<file path="src/rtl/rep_cmp_sequencer_if.sv">
// Operand handshake and shared alu32 bus used by the REP compare sequencer.
// The sequencer takes the slave modport; the operand source / alu side takes master.
interface rep_cmp_sequencer_if;
  logic        opnd_valid;
  logic        opnd_ready;
  logic [31:0] opnd_a;
  logic [31:0] opnd_b;
  logic [2:0]  alu_op;
  logic [31:0] alu_a;
  logic [31:0] alu_b;
  logic [31:0] alu_out;
  logic [31:0] alu_flags;

  modport master (
    output opnd_valid, opnd_a, opnd_b, alu_out, alu_flags,
    input  opnd_ready, alu_op, alu_a, alu_b
  );

  modport slave (
    input  opnd_valid, opnd_a, opnd_b, alu_out, alu_flags,
    output opnd_ready, alu_op, alu_a, alu_b
  );
endinterface

</file>
<file path="src/rtl/rep_cmp_sequencer.sv">
// REP/REPE/REPNE CMPS/SCAS sequencer: per iteration takes an operand pair, compares
// with alu SUB, decrements the count with alu ADD, and writes EFLAGS/ECX back.
module rep_cmp_sequencer #(
  parameter int unsigned CNT_W  = 32,
  parameter logic [2:0]  OP_ADD = 3'd0,
  parameter logic [2:0]  OP_SUB = 3'd6
) (
  input  logic                      CLK,
  input  logic                      RST,
  input  logic                      start,
  input  logic [1:0]                rep_mode,
  input  logic [31:0]               ecx_in,
  input  logic [31:0]               flags_in,
  input  logic                      flush,
  rep_cmp_sequencer_if.slave        bus,
  output logic                      busy,
  output logic                      flags_we,
  output logic [31:0]               flags_out,
  output logic                      ecx_we,
  output logic [31:0]               ecx_out,
  output logic                      done
);

  localparam logic [31:0] CNT_MASK = 32'((33'd1 << CNT_W) - 33'd1);

  typedef enum logic [2:0] {
    S_IDLE,
    S_CHECK,
    S_WAIT_OPND,
    S_CMP,
    S_DEC,
    S_DONE
  } state_t;

  state_t      state, state_nxt;
  logic [31:0] cnt, flg, a_q, b_q;
  logic [1:0]  mode_q;
  logic        load, term;
  logic [31:0] cnt_dec;

  always_ff @(posedge CLK or posedge RST) begin
    if (RST) begin
      state  <= S_IDLE;
      cnt    <= '0;
      flg    <= '0;
      a_q    <= '0;
      b_q    <= '0;
      mode_q <= '0;
    end else begin
      state <= state_nxt;
      if (load) begin
        cnt    <= ecx_in & CNT_MASK;
        flg    <= flags_in;
        mode_q <= rep_mode;
      end
      if (bus.opnd_valid && bus.opnd_ready) begin
        a_q <= bus.opnd_a;
        b_q <= bus.opnd_b;
      end
      if (flags_we) flg <= flags_out;
      if (ecx_we)   cnt <= ecx_out;
    end
  end

  // Termination looks at ZF as written by the preceding CMP (already in flg).
  assign cnt_dec = bus.alu_out & CNT_MASK;
  assign term    = (cnt_dec == '0) ||
                   ((mode_q == 2'b01) && !flg[6]) ||
                   ((mode_q == 2'b10) &&  flg[6]);

  always_comb begin
    state_nxt      = state;
    load           = 1'b0;
    busy           = 1'b0;
    bus.opnd_ready = 1'b0;
    bus.alu_op     = '0;
    bus.alu_a      = '0;
    bus.alu_b      = '0;
    flags_we       = 1'b0;
    flags_out      = '0;
    ecx_we         = 1'b0;
    ecx_out        = '0;
    done           = 1'b0;
    case (state)
      S_IDLE: begin
        if (start) begin
          load      = 1'b1;
          state_nxt = S_CHECK;
        end
      end
      S_CHECK: begin
        busy      = 1'b1;
        state_nxt = (cnt == '0) ? S_DONE : S_WAIT_OPND;
      end
      S_WAIT_OPND: begin
        busy           = 1'b1;
        bus.opnd_ready = 1'b1;
        if (bus.opnd_valid) state_nxt = S_CMP;
      end
      S_CMP: begin
        busy       = 1'b1;
        bus.alu_op = OP_SUB;
        bus.alu_a  = b_q;
        bus.alu_b  = a_q;
        flags_we   = 1'b1;
        flags_out  = {bus.alu_flags[31:11], flg[10], bus.alu_flags[9:0]};
        state_nxt  = S_DEC;
      end
      S_DEC: begin
        busy       = 1'b1;
        bus.alu_op = OP_ADD;
        bus.alu_a  = cnt;
        bus.alu_b  = '1;
        ecx_we     = 1'b1;
        ecx_out    = cnt_dec;
        state_nxt  = term ? S_DONE : S_WAIT_OPND;
      end
      S_DONE: begin
        done      = 1'b1;
        state_nxt = S_IDLE;
      end
      default: state_nxt = S_IDLE;
    endcase
    // Flush overrides everything: no load, handshake, strobe or done this cycle.
    if (flush) begin
      state_nxt      = S_IDLE;
      load           = 1'b0;
      bus.opnd_ready = 1'b0;
      flags_we       = 1'b0;
      ecx_we         = 1'b0;
      done           = 1'b0;
    end
  end

endmodule

</file>
<file path="src/flat_wrapper.sv">
// flat-port wrapper written by rule: the top's interface ports become plain ports
module rep_cmp_sequencer_flat 
#(
  parameter int unsigned CNT_W  = 32,
  parameter logic [2:0]  OP_ADD = 3'd0,
  parameter logic [2:0]  OP_SUB = 3'd6
)
  (CLK, RST, start, rep_mode, ecx_in, flags_in, flush, busy, flags_we, flags_out, ecx_we, ecx_out, done, bus_opnd_valid, bus_opnd_a, bus_opnd_b, bus_alu_out, bus_alu_flags, bus_opnd_ready, bus_alu_op, bus_alu_a, bus_alu_b);
  rep_cmp_sequencer_if bus_i ();
  input  logic CLK;
  input  logic RST;
  input  logic start;
  input  logic [1:0] rep_mode;
  input  logic [31:0] ecx_in;
  input  logic [31:0] flags_in;
  input  logic flush;
  output logic busy;
  output logic flags_we;
  output logic [31:0] flags_out;
  output logic ecx_we;
  output logic [31:0] ecx_out;
  output logic done;
  input wire logic [$bits(bus_i.opnd_valid)-1:0] bus_opnd_valid;
  input wire logic [$bits(bus_i.opnd_a)-1:0] bus_opnd_a;
  input wire logic [$bits(bus_i.opnd_b)-1:0] bus_opnd_b;
  input wire logic [$bits(bus_i.alu_out)-1:0] bus_alu_out;
  input wire logic [$bits(bus_i.alu_flags)-1:0] bus_alu_flags;
  output wire logic [$bits(bus_i.opnd_ready)-1:0] bus_opnd_ready;
  output wire logic [$bits(bus_i.alu_op)-1:0] bus_alu_op;
  output wire logic [$bits(bus_i.alu_a)-1:0] bus_alu_a;
  output wire logic [$bits(bus_i.alu_b)-1:0] bus_alu_b;
  assign bus_i.opnd_valid = bus_opnd_valid;
  assign bus_i.opnd_a = bus_opnd_a;
  assign bus_i.opnd_b = bus_opnd_b;
  assign bus_i.alu_out = bus_alu_out;
  assign bus_i.alu_flags = bus_alu_flags;
  assign bus_opnd_ready = bus_i.opnd_ready;
  assign bus_alu_op = bus_i.alu_op;
  assign bus_alu_a = bus_i.alu_a;
  assign bus_alu_b = bus_i.alu_b;
  rep_cmp_sequencer #(.CNT_W(CNT_W), .OP_ADD(OP_ADD), .OP_SUB(OP_SUB)) u_core (.CLK(CLK), .RST(RST), .start(start), .rep_mode(rep_mode), .ecx_in(ecx_in), .flags_in(flags_in), .flush(flush), .bus(bus_i), .busy(busy), .flags_we(flags_we), .flags_out(flags_out), .ecx_we(ecx_we), .ecx_out(ecx_out), .done(done));
endmodule
</file>
<file path="config.mk">
export PLATFORM = sky130hd
export DESIGN_NAME = rep_cmp_sequencer_flat
export DESIGN_NICKNAME = d
export VERILOG_FILES = /design/src/rtl/rep_cmp_sequencer_if.sv /design/src/rtl/rep_cmp_sequencer.sv /design/src/flat_wrapper.sv
export SDC_FILE = /design/constraint.sdc
export NUM_CORES = 1
export LEC_CHECK = 0
export BUFFER_PORTS_ARGS = -buffer_cell sky130_fd_sc_hd__clkbuf_2
export CELL_PAD_IN_SITES_DETAIL_PLACEMENT = 1
export CELL_PAD_IN_SITES_GLOBAL_PLACEMENT = 2
export CORE_ASPECT_RATIO = 2
export CORE_UTILIZATION = 25
export DETAILED_ROUTE_END_ITERATION = 6
export GPL_TIMING_DRIVEN = 1
export PLACE_DENSITY_LB_ADDON = 0.1
export SYNTH_ARGS = -nofsm -noshare
export SYNTH_HDL_FRONTEND = slang
export SYNTH_SLANG_ARGS = --single-unit
</file>
<file path="constraint.sdc">
create_clock -name CLK -period 3.6 [get_ports CLK]
set_input_delay 0.36 -clock CLK [delete_from_list [all_inputs] [get_ports CLK]]
set_output_delay 0.36 -clock CLK [all_outputs]
set_load 0.01 [all_outputs]
</file>
==> impl_metrics.py, run 1 <==
metrics = {
    "outcome": {
        "status": "finished clean",
    },
    "timing": {
        "period_share": 0.768,
        "fin_hold_ws_ps": 226,
        "relSlewSlack": 0.199,
        "period_needed_ps": 2770,
        "hold_viol": 0,
        "slew_viol_final": 0,
        "skew_ps": 3.07,
        "worst_pin_slew_ps": 1200,
        "final-setup-viol-count": 0,
        "timing.setup.tns_ps": 0,
        "fmax_mhz": 362,
        "rsz0062_at_grt": "no",
        "fin_ws_ps": 835,
    },
    "synthesis": {
        "ys_seq_area_frac": 0.451,
        "ys_warn_count": 0,
        "synth.cell_area_sq_um": 5720,
        "synth_cell_type_count": 37,
        "synth_nets": 723,
        "synthArstFlopShare": 1.00,
        "synth-seq-cells": 103,
        "synth_ff_type": "dfrtp_1",
        "synth-edff-count": 0,
        "syn_inst": 524,
        "syn_area_per_cell_sq_um": 10.9,
    },
    "cts": {
        "postCtsSetupBuffers": 0,
        "cts_tree": "done",
        "cts_buffers": 9,
        "path_clk_slew_ps": 70,
        "clockRootBuffer": "clkbuf_16",
        "cts.path.max_buffers": 2,
        "worstSkewPairLatency_ps": 360,
        "cts_htree_levels": 3,
        "holdBufCountCts": 0,
        "cts.sinks": 103,
        "ctsResizeCount": 0,
    },
    "drt": {
        "vias_per_cell": 4.68,
        "drc": 0,
        "highest_layer": "met4",
        "vias": 5098,
        "met3_wirelength_um": 1130,
        "dr.pass1.iters": 4,
        "wirelength_um": 21100,
        "wirelength_met1_um": 8000,
        "ant_nets": 0,
        "drtIter0Drc": 157,
        "wl_met2_um": 11600,
        "wl_per_cell_um": 19.4,
    },
    "cells_and_area": {
        "nets": 1004,
        "layout_common_cells": "clkbuf_2 (302), dfrtp_1 (103), nand2_1 (98)",
        "final_common_cell": "clkbuf_2",
        "area_growth_pct": 34.5,
        "n_fill_cell": 2645,
        "layout-drive-gt1-share": 0.494,
        "antenna_cells": 0,
        "final_util": 0.341,
        "postLayoutCellArea_sq_um": 7690,
    },
    "die": {
        "row_count": 78,
        "initial_core_util": 0.254,
        "dieArea_sq_um": 23500,
        "io_pins": 335,
        "die_h_um": 216,
        "coreArea_sq_um": 22500,
        "dieWidth_um": 109,
    },
    "placement": {
        "gp_routability_congestion": 0.786,
        "dpl_cell_area_sq_um": 7410,
        "place_ws_ps": 1150,
        "place_hpwl_um": 16200,
        "port_buffers": 302,
    },
    "global_route": {
        "antenna_found_initial": 0,
        "grt_pass1_vias": 5580,
        "grtUsageTotal": 0.183,
        "grt-ovfl-total": 0,
        "grt_max_degree": 82,
        "grt_pass1_wl_um": 32200,
    },
    "worst_hold_path": {
        "hold_class": "input port to flip-flop",
    },
    "setup_path": {
        "crit_arrival_ps": 2410,
        "critPathMaxFanout": 61,
        "path_class": "flip-flop to output port",
        "start_kind": "flip-flop",
        "cp_data_required_time_ps": 3240,
        "cp-end-kind": "output port",
    },
    "job": {
        "drv_cap": 0,
    },
    "power": {
        "power_density_nw_per_um2": 629,
        "peakVddDrop_mv": 0.271,
        "leakage_nw": 4.16,
    },
}
-- sequential cells by signal, indices dropped and copies added, names as in the netlist --
signal and count:
u_core.a_q 32, u_core.b_q 32, u_core.cnt 32, u_core.flg 2, u_core.mode_q 2, u_core.state 3
-- synthesized netlist by cell type, types with 2 or more instances --
master     instances  area share
mux2_4            60        0.16
o2111ai_1          2      0.0031
buf_4              4      0.0053
nor4_1            17       0.019
dfrtp_1          103        0.45
buf_2             12       0.011
and3_4             2      0.0039
nand2_1           98       0.064
and2_1            64       0.070
o21ai_0            9      0.0079
nand4_1            4      0.0044
buf_6              9       0.018
nor2_2             3      0.0033
clkbuf_1          14      0.0092
o21ai_1           25       0.022
a22o_1            33       0.051
inv_1              6      0.0039
mux2_2             7       0.014
nor3_1             3      0.0026
mux2i_1           32       0.056
-- area by class of cell --
class / count / area (sq um) / share of cell area
multi-input combinational: 375 / 2880 / 0.374
sequential: 103 / 2580 / 0.335
timing repair buffer: 310 / 1580 / 0.206
tap: 280 / 350 / 0.0456
clock buffer: 13 / 260 / 0.0338
inverter: 6 / 25.0 / 0.00325
clock inverter: 3 / 17.5 / 0.00228
-- power breakdown --
part | internal (mW) | total (mW) | switching, mW
clock network | 0.506 | 0.968 | 0.462
registers | 1.72 | 2.15 | 0.428
logic | 0.973 | 1.72 | 0.745
-- per-layer routing --
layer,vias up,global-route usage
li1,2376,-
met1,2510,0.203
met2,191,0.336
met3,21,0.0384
met4,0,0.0599
met5,-,0
-- kinds of logic after synthesis --
group,synth area share
AO/OA/AOI/OAI,0.0921
AND/OR/NAND/NOR,0.178
buffers and inverters,0.0492
XOR/XNOR,0.00153
flip-flops,0.451
multiplexers,0.227
other,0.000656
-- final timing paths --
check,cells after the start,startpoint,to,slack [ps]
setup / recovery,5,u_core.state[2],bus_alu_a[4],830
hold / removal,2,bus_opnd_b[16],u_core.b_q[16],230
setup reg to reg,5,u_core.state[2],u_core.a_q[10],1210
hold reg to reg,1,u_core.flg[10],u_core.flg[10],510
max in group asynchronous,3,RST,u_core.cnt[10],2510
min in group asynchronous,2,RST,u_core.a_q[21],250
-- metrics by stage --
stage / power (mW) / cells
2_1_floorplan: 3.30 / 524
3_3_place_gp: 3.84 / 1074
3_5_place_dp: 3.92 / 1074
4_1_cts: 4.93 / 1090
5_1_grt: 5.18 / 1090
6_report: 4.84 / 1090
-- worst max-delay path, stage by stage (launching register included) --
cell and delay (ps):
dfrtp_1 610, inv_1 240, nor2_4 230, buf_4 520, a22o_1 260, clkbuf_2 130
Note: power is estimated with default switching activity, not from simulation.
==> inputs of run 2 (changes only) <==
--- a/config.mk
+++ b/config.mk
@@ -9,7 +9,7 @@
 export CELL_PAD_IN_SITES_DETAIL_PLACEMENT = 1
 export CELL_PAD_IN_SITES_GLOBAL_PLACEMENT = 2
 export CORE_ASPECT_RATIO = 2
-export CORE_UTILIZATION = 25
+export CORE_UTILIZATION = 23
 export DETAILED_ROUTE_END_ITERATION = 6
 export GPL_TIMING_DRIVEN = 1
 export PLACE_DENSITY_LB_ADDON = 0.1
==> constraint.sdc (replaced) <==
create_clock -name CLK -period 2.4 [get_ports CLK]
set_input_delay 0.24 -clock CLK [delete_from_list [all_inputs] [get_ports CLK]]
set_output_delay 0.24 -clock CLK [all_outputs]
set_load 0.01 [all_outputs]
==> impl_metrics.py, run 2 (synthesized netlist as in run 1, its figures left out) <==
metrics = {
    "setup_path": {
        "timing.critical_path.buf_inv": 2,
        "cp.depth": 5,
        "r2r_setup_slack_ps": 490,
        "cp_slowest_cell": "dfrtp_1",
        "cp_data_required_time_ps": 2160,
        "critPathMaxFanout": 36,
        "crit_arrival_ps": 1990,
        "crit_family": "buffers and inverters",
        "cp-end-kind": "output port",
        "worstRegToRegCells": 5,
        "path_class": "flip-flop to output port",
        "crit_chain": "or2_1 -> nor2_4 -> buf_4 -> a22o_1 -> clkbuf_2",
        "max_stage_delay_ps": 470,
        "start_kind": "flip-flop",
    },
    "global_route": {
        "grtUsageTotal": 0.171,
        "grt_pass1_vias": 5629,
        "grt-ovfl-total": 0,
        "grt_max_degree": 81,
        "antenna_found_initial": 1,
        "grt_pass1_wl_um": 32900,
    },
    "drt": {
        "dr.pass1.iters": 4,
        "vias_per_cell": 4.47,
        "wl_per_cell_um": 18.7,
        "ant_nets": 0,
        "vias": 5131,
        "drc": 0,
        "wirelength_um": 21400,
        "drtIter0Drc": 151,
    },
    "cts": {
        "worstSkewPairLatency_ps": 360,
        "cts.path.max_buffers": 2,
        "cts_tree": "done",
        "postCtsSetupBuffers": 0,
        "clockRootBuffer": "clkbuf_16",
        "cts.sinks": 103,
        "cts_htree_levels": 3,
        "cts_buffers": 9,
        "path_clk_slew_ps": 70,
    },
    "die": {
        "initial_core_util": 0.234,
        "coreArea_sq_um": 24400,
        "die_h_um": 225,
        "io_pins": 335,
        "row_count": 81,
        "dieWidth_um": 113,
        "dieArea_sq_um": 25500,
    },
    "outcome": {
        "status": "finished clean",
    },
    "cells_and_area": {
        "final_common_cell": "clkbuf_2",
        "layout-drive-gt1-share": 0.499,
        "layoutNonFillerInstCount": 1148,
        "layout_common_cells": "clkbuf_2 (302), dfrtp_1 (102), nand2_1 (98)",
        "final_util": 0.323,
        "area_growth_pct": 38.0,
        "nets": 1009,
        "reg_top3": "u_core.a_q x32, u_core.b_q x32, u_core.cnt x32",
    },
    "job": {
        "drv_cap": 0,
    },
    "timing": {
        "skew_ps": 7.98,
        "period_needed_ps": 2230,
        "fin_ws_ps": 167,
        "final-setup-viol-count": 0,
        "period_share": 0.930,
        "rsz0062_at_grt": "no",
        "timing.setup.tns_ps": 0,
        "fmax_mhz": 448,
        "hold_viol": 0,
        "slew_viol_final": 0,
    },
    "placement": {
        "dp.cells": 1130,
        "place_hpwl_um": 16800,
        "place_ws_ps": 444,
        "port_buffers": 302,
        "gp_routability_congestion": 0.774,
    },
    "power": {
        "peakVddDrop_mv": 0.311,
        "p_total_mw": 7.36,
        "power_density_nw_per_um2": 932,
        "leakage_nw": 4.22,
    },
    "worst_hold_path": {
        "hold_class": "input port to flip-flop",
        "whs_path_depth": 2,
    },
}
[run 2: area by class of cell]
class / count / area (sq um)
fill: 2851 / 16500
multi-input combinational: 375 / 2880
sequential: 103 / 2580
timing repair buffer: 315 / 1700
tap: 332 / 415
clock buffer: 12 / 267
clock inverter: 4 / 27.5
inverter: 6 / 26.3
antenna: 1 / 2.50
[run 2: where the power goes]
| part | leakage [nW] | switching [mW] | internal [mW] |
|---|---|---|---|
| clock | 0.149 | 0.711 | 0.793 |
| sequential | 1.25 | 0.656 | 2.59 |
| combinational | 2.82 | 1.12 | 1.49 |
[run 2: layer usage]
metal / wire length [um] / GRT usage
met1: 8230 / 0.188
met2: 11700 / 0.317
met3: 1140 / 0.0379
met4: 387 / 0.0611
met5: 0 / 0
[run 2: worst paths after layout]
check,endpoint,startpoint
max,bus_alu_a[15],u_core.state[0]
min,u_core.b_q[17],bus_opnd_b[17]
max reg2reg,u_core.cnt[7],u_core.state[0]
min reg2reg,u_core.flg[10],u_core.flg[10]
max in group asynchronous,u_core.b_q[12],RST
min in group asynchronous,u_core.a_q[26],RST
[run 2: worst reg2reg max path, delay by kind of cell (launching register included)]
kind	cells	cell delay, ps
AO/OA/AOI/OAI	1	100
multiplexers	1	200
buffers and inverters	1	230
flip-flops	1	470
AND/OR/NAND/NOR	2	770
[run 2: stage by stage]
stage               hold WS [ps]  instance area, sq um
floorplan                    357                  5720
global placement             357                  7580
detailed placement           357                  7580
CTS                         83.4                  7890
global route                95.3                  7890
finish                       105                  7890
[run 2: what timing repair did]
| action | CTS | global route |
|---|---|---|
| hold endpoints to repair | 39 | 0 |
| hold buffers | 1 | 0 |
| gates resized for setup | 0 | 1 |
| endpoints found under the setup margin | 0 | 34 |
==> inputs of run 3 (changes only) <==
--- a/config.mk
+++ b/config.mk
@@ -8,7 +8,7 @@
 export BUFFER_PORTS_ARGS = -buffer_cell sky130_fd_sc_hd__clkbuf_2
 export CELL_PAD_IN_SITES_DETAIL_PLACEMENT = 1
 export CELL_PAD_IN_SITES_GLOBAL_PLACEMENT = 2
-export CORE_ASPECT_RATIO = 2
+export CORE_ASPECT_RATIO = 1.5
 export CORE_UTILIZATION = 23
 export DETAILED_ROUTE_END_ITERATION = 6
 export GPL_TIMING_DRIVEN = 1
==> impl_metrics.py, run 3 (synthesized netlist as in run 1, its figures left out) <==
metrics = {
    "timing": {
        "fmax_mhz": 452,
        "period_share": 0.922,
        "worst_pin_slew_ps": 715,
        "relSlewSlack": 0.523,
        "hold_viol": 0,
        "period_needed_ps": 2210,
        "final-setup-viol-count": 0,
        "skew_ps": 9.26,
        "timing.setup.tns_ps": 0,
        "rsz0062_at_grt": "no",
        "slew_viol_final": 0,
    },
    "setup_path": {
        "r2r_end": "u_core.flg[6]",
        "r2r_setup_slack_ps": 480,
        "critPathMaxFanout": 48,
        "cp-end-kind": "output port",
        "crit_arrival_ps": 1970,
        "start_kind": "flip-flop",
        "crit_start": "u_core.state[2]",
        "path_class": "flip-flop to output port",
        "r2r-start": "u_core.state[2]",
        "cp_data_required_time_ps": 2160,
        "worstRegToRegCells": 4,
    },
    "worst_hold_path": {
        "min_from": "flags_in[10]",
        "whs_path_depth": 2,
        "hold_class": "input port to flip-flop",
        "whs_endpoint": "u_core.flg[10]",
    },
    "drt": {
        "dr.pass1.iters": 4,
        "wl_per_cell_um": 18.0,
        "drtIter0Drc": 118,
        "ant_nets": 0,
        "vias_per_cell": 4.40,
        "wirelength_um": 20600,
        "drc": 0,
        "vias": 5047,
    },
    "placement": {
        "dp.cells": 1126,
        "gp_routability_congestion": 0.747,
        "dpl_cell_area_sq_um": 7580,
        "port_buffers": 302,
        "place_hpwl_um": 15900,
    },
    "die": {
        "coreArea_sq_um": 24400,
        "die_h_um": 195,
        "initial_core_util": 0.234,
        "io_pins": 335,
        "row_count": 70,
        "dieWidth_um": 131,
        "dieArea_sq_um": 25500,
    },
    "power": {
        "p_comb_frac": 0.356,
        "leakage_nw": 4.25,
        "power_density_nw_per_um2": 928,
        "p_int_mw": 4.88,
        "clkPwrFrac": 0.205,
        "peakVddDrop_mv": 0.340,
        "netSwitchingFraction": 0.336,
        "seq_power_share": 0.439,
        "power_switching_mw": 2.47,
    },
    "cts": {
        "path_clk_slew_ps": 80,
        "cts_tree": "done",
        "ctsResizeCount": 0,
        "clockRootBuffer": "clkbuf_16",
        "cts_htree_levels": 3,
        "cts_buffers": 9,
        "cts.sinks": 103,
        "cts.path.max_buffers": 2,
        "worstSkewPairLatency_ps": 350,
    },
    "global_route": {
        "antenna_found_initial": 1,
        "grt_pass1_wl_um": 31400,
        "grt-ovfl-total": 0,
        "grtUsageTotal": 0.162,
        "grt_pass1_vias": 5518,
        "grt_max_degree": 49,
    },
    "cells_and_area": {
        "layout_common_cells": "clkbuf_2 (302), dfrtp_1 (103), nand2_1 (98)",
        "reg_top3": "u_core.a_q x32, u_core.b_q x32, u_core.cnt x32",
        "final_common_cell": "clkbuf_2",
        "layoutNonFillerInstCount": 1147,
        "nets": 1016,
        "n_fill_cell": 2865,
        "postLayoutCellArea_sq_um": 7920,
        "area_growth_pct": 38.4,
        "layout-drive-gt1-share": 0.502,
    },
    "outcome": {
        "status": "finished clean",
    },
    "job": {
        "drv_cap": 0,
    },
}
[run 3: cell types whose count changed in the layout (fill, tap and decap cells not counted), sizes merged]
cell | previous run | this run
buf | 12 | 19
inv | 6 | 8
clkinv | 3 | 1
[run 3: area by class of cell]
type                    instances  area (sq um)  area share
clock buffers                  12           267      0.0337
clock inverters                 4          35.0     0.00443
diodes                          1          2.50    0.000316
inverters                       6          26.3     0.00332
multi-input cells             375          2880       0.363
repair buffers                322          1730       0.218
well taps                     324           405      0.0512
flip-flops and latches        103          2580       0.326
[run 3: routing by layer]
metal | global-route usage | share of wire
met2 | 0.296 | 0.54
met4 | 0.0396 | 0.011
met1 | 0.188 | 0.39
met5 | 0 | 0
met3 | 0.0323 | 0.054
[run 3: through the flow]
stage	utilization	setup slack, ps	hold slack (ps)	total power, mW
floorplan	-	814	357	4.95
global placement	0.310	470	369	5.79
detailed placement	0.310	453	375	5.90
CTS	0.323	39.1	99.2	7.49
global route	0.324	61.7	103	7.88
finish	0.324	187	118	7.35
[run 3: worst max-delay path, cell delays in order, from the launching register on]
cell      delay, ps
dfrtp_1         600
inv_1           240
nor2_4          190
buf_12          220
a22o_1          190
clkbuf_2        160
[run 3: timing repair]
action                                  CTS  global route
buffers inserted                          0             3
endpoints found under the setup margin    0            29
hold buffers                              1             0
endpoints found under the hold margin    12             0
[run 3: power groups by stage]
stage / registers (mW) / clock network (mW) / logic, mW
after detailed placement: 3.26 / 0 / 2.64
after global placement: 3.22 / 0 / 2.57
after global routing: 3.35 / 1.63 / 2.90
after CTS: 3.23 / 1.59 / 2.66
after floorplan: 3.01 / 0 / 1.95
final: 3.22 / 1.51 / 2.62
[run 3: worst max-delay path by stage]
stage,to,slack [ps],cells after the start
CTS,flags_out[10],40,5
detailed placement,flags_out[10],450,5
finish,bus_alu_a[6],190,5
floorplan,bus_alu_a[10],810,4
global placement,flags_out[10],470,5
global route,bus_alu_a[2],60,5
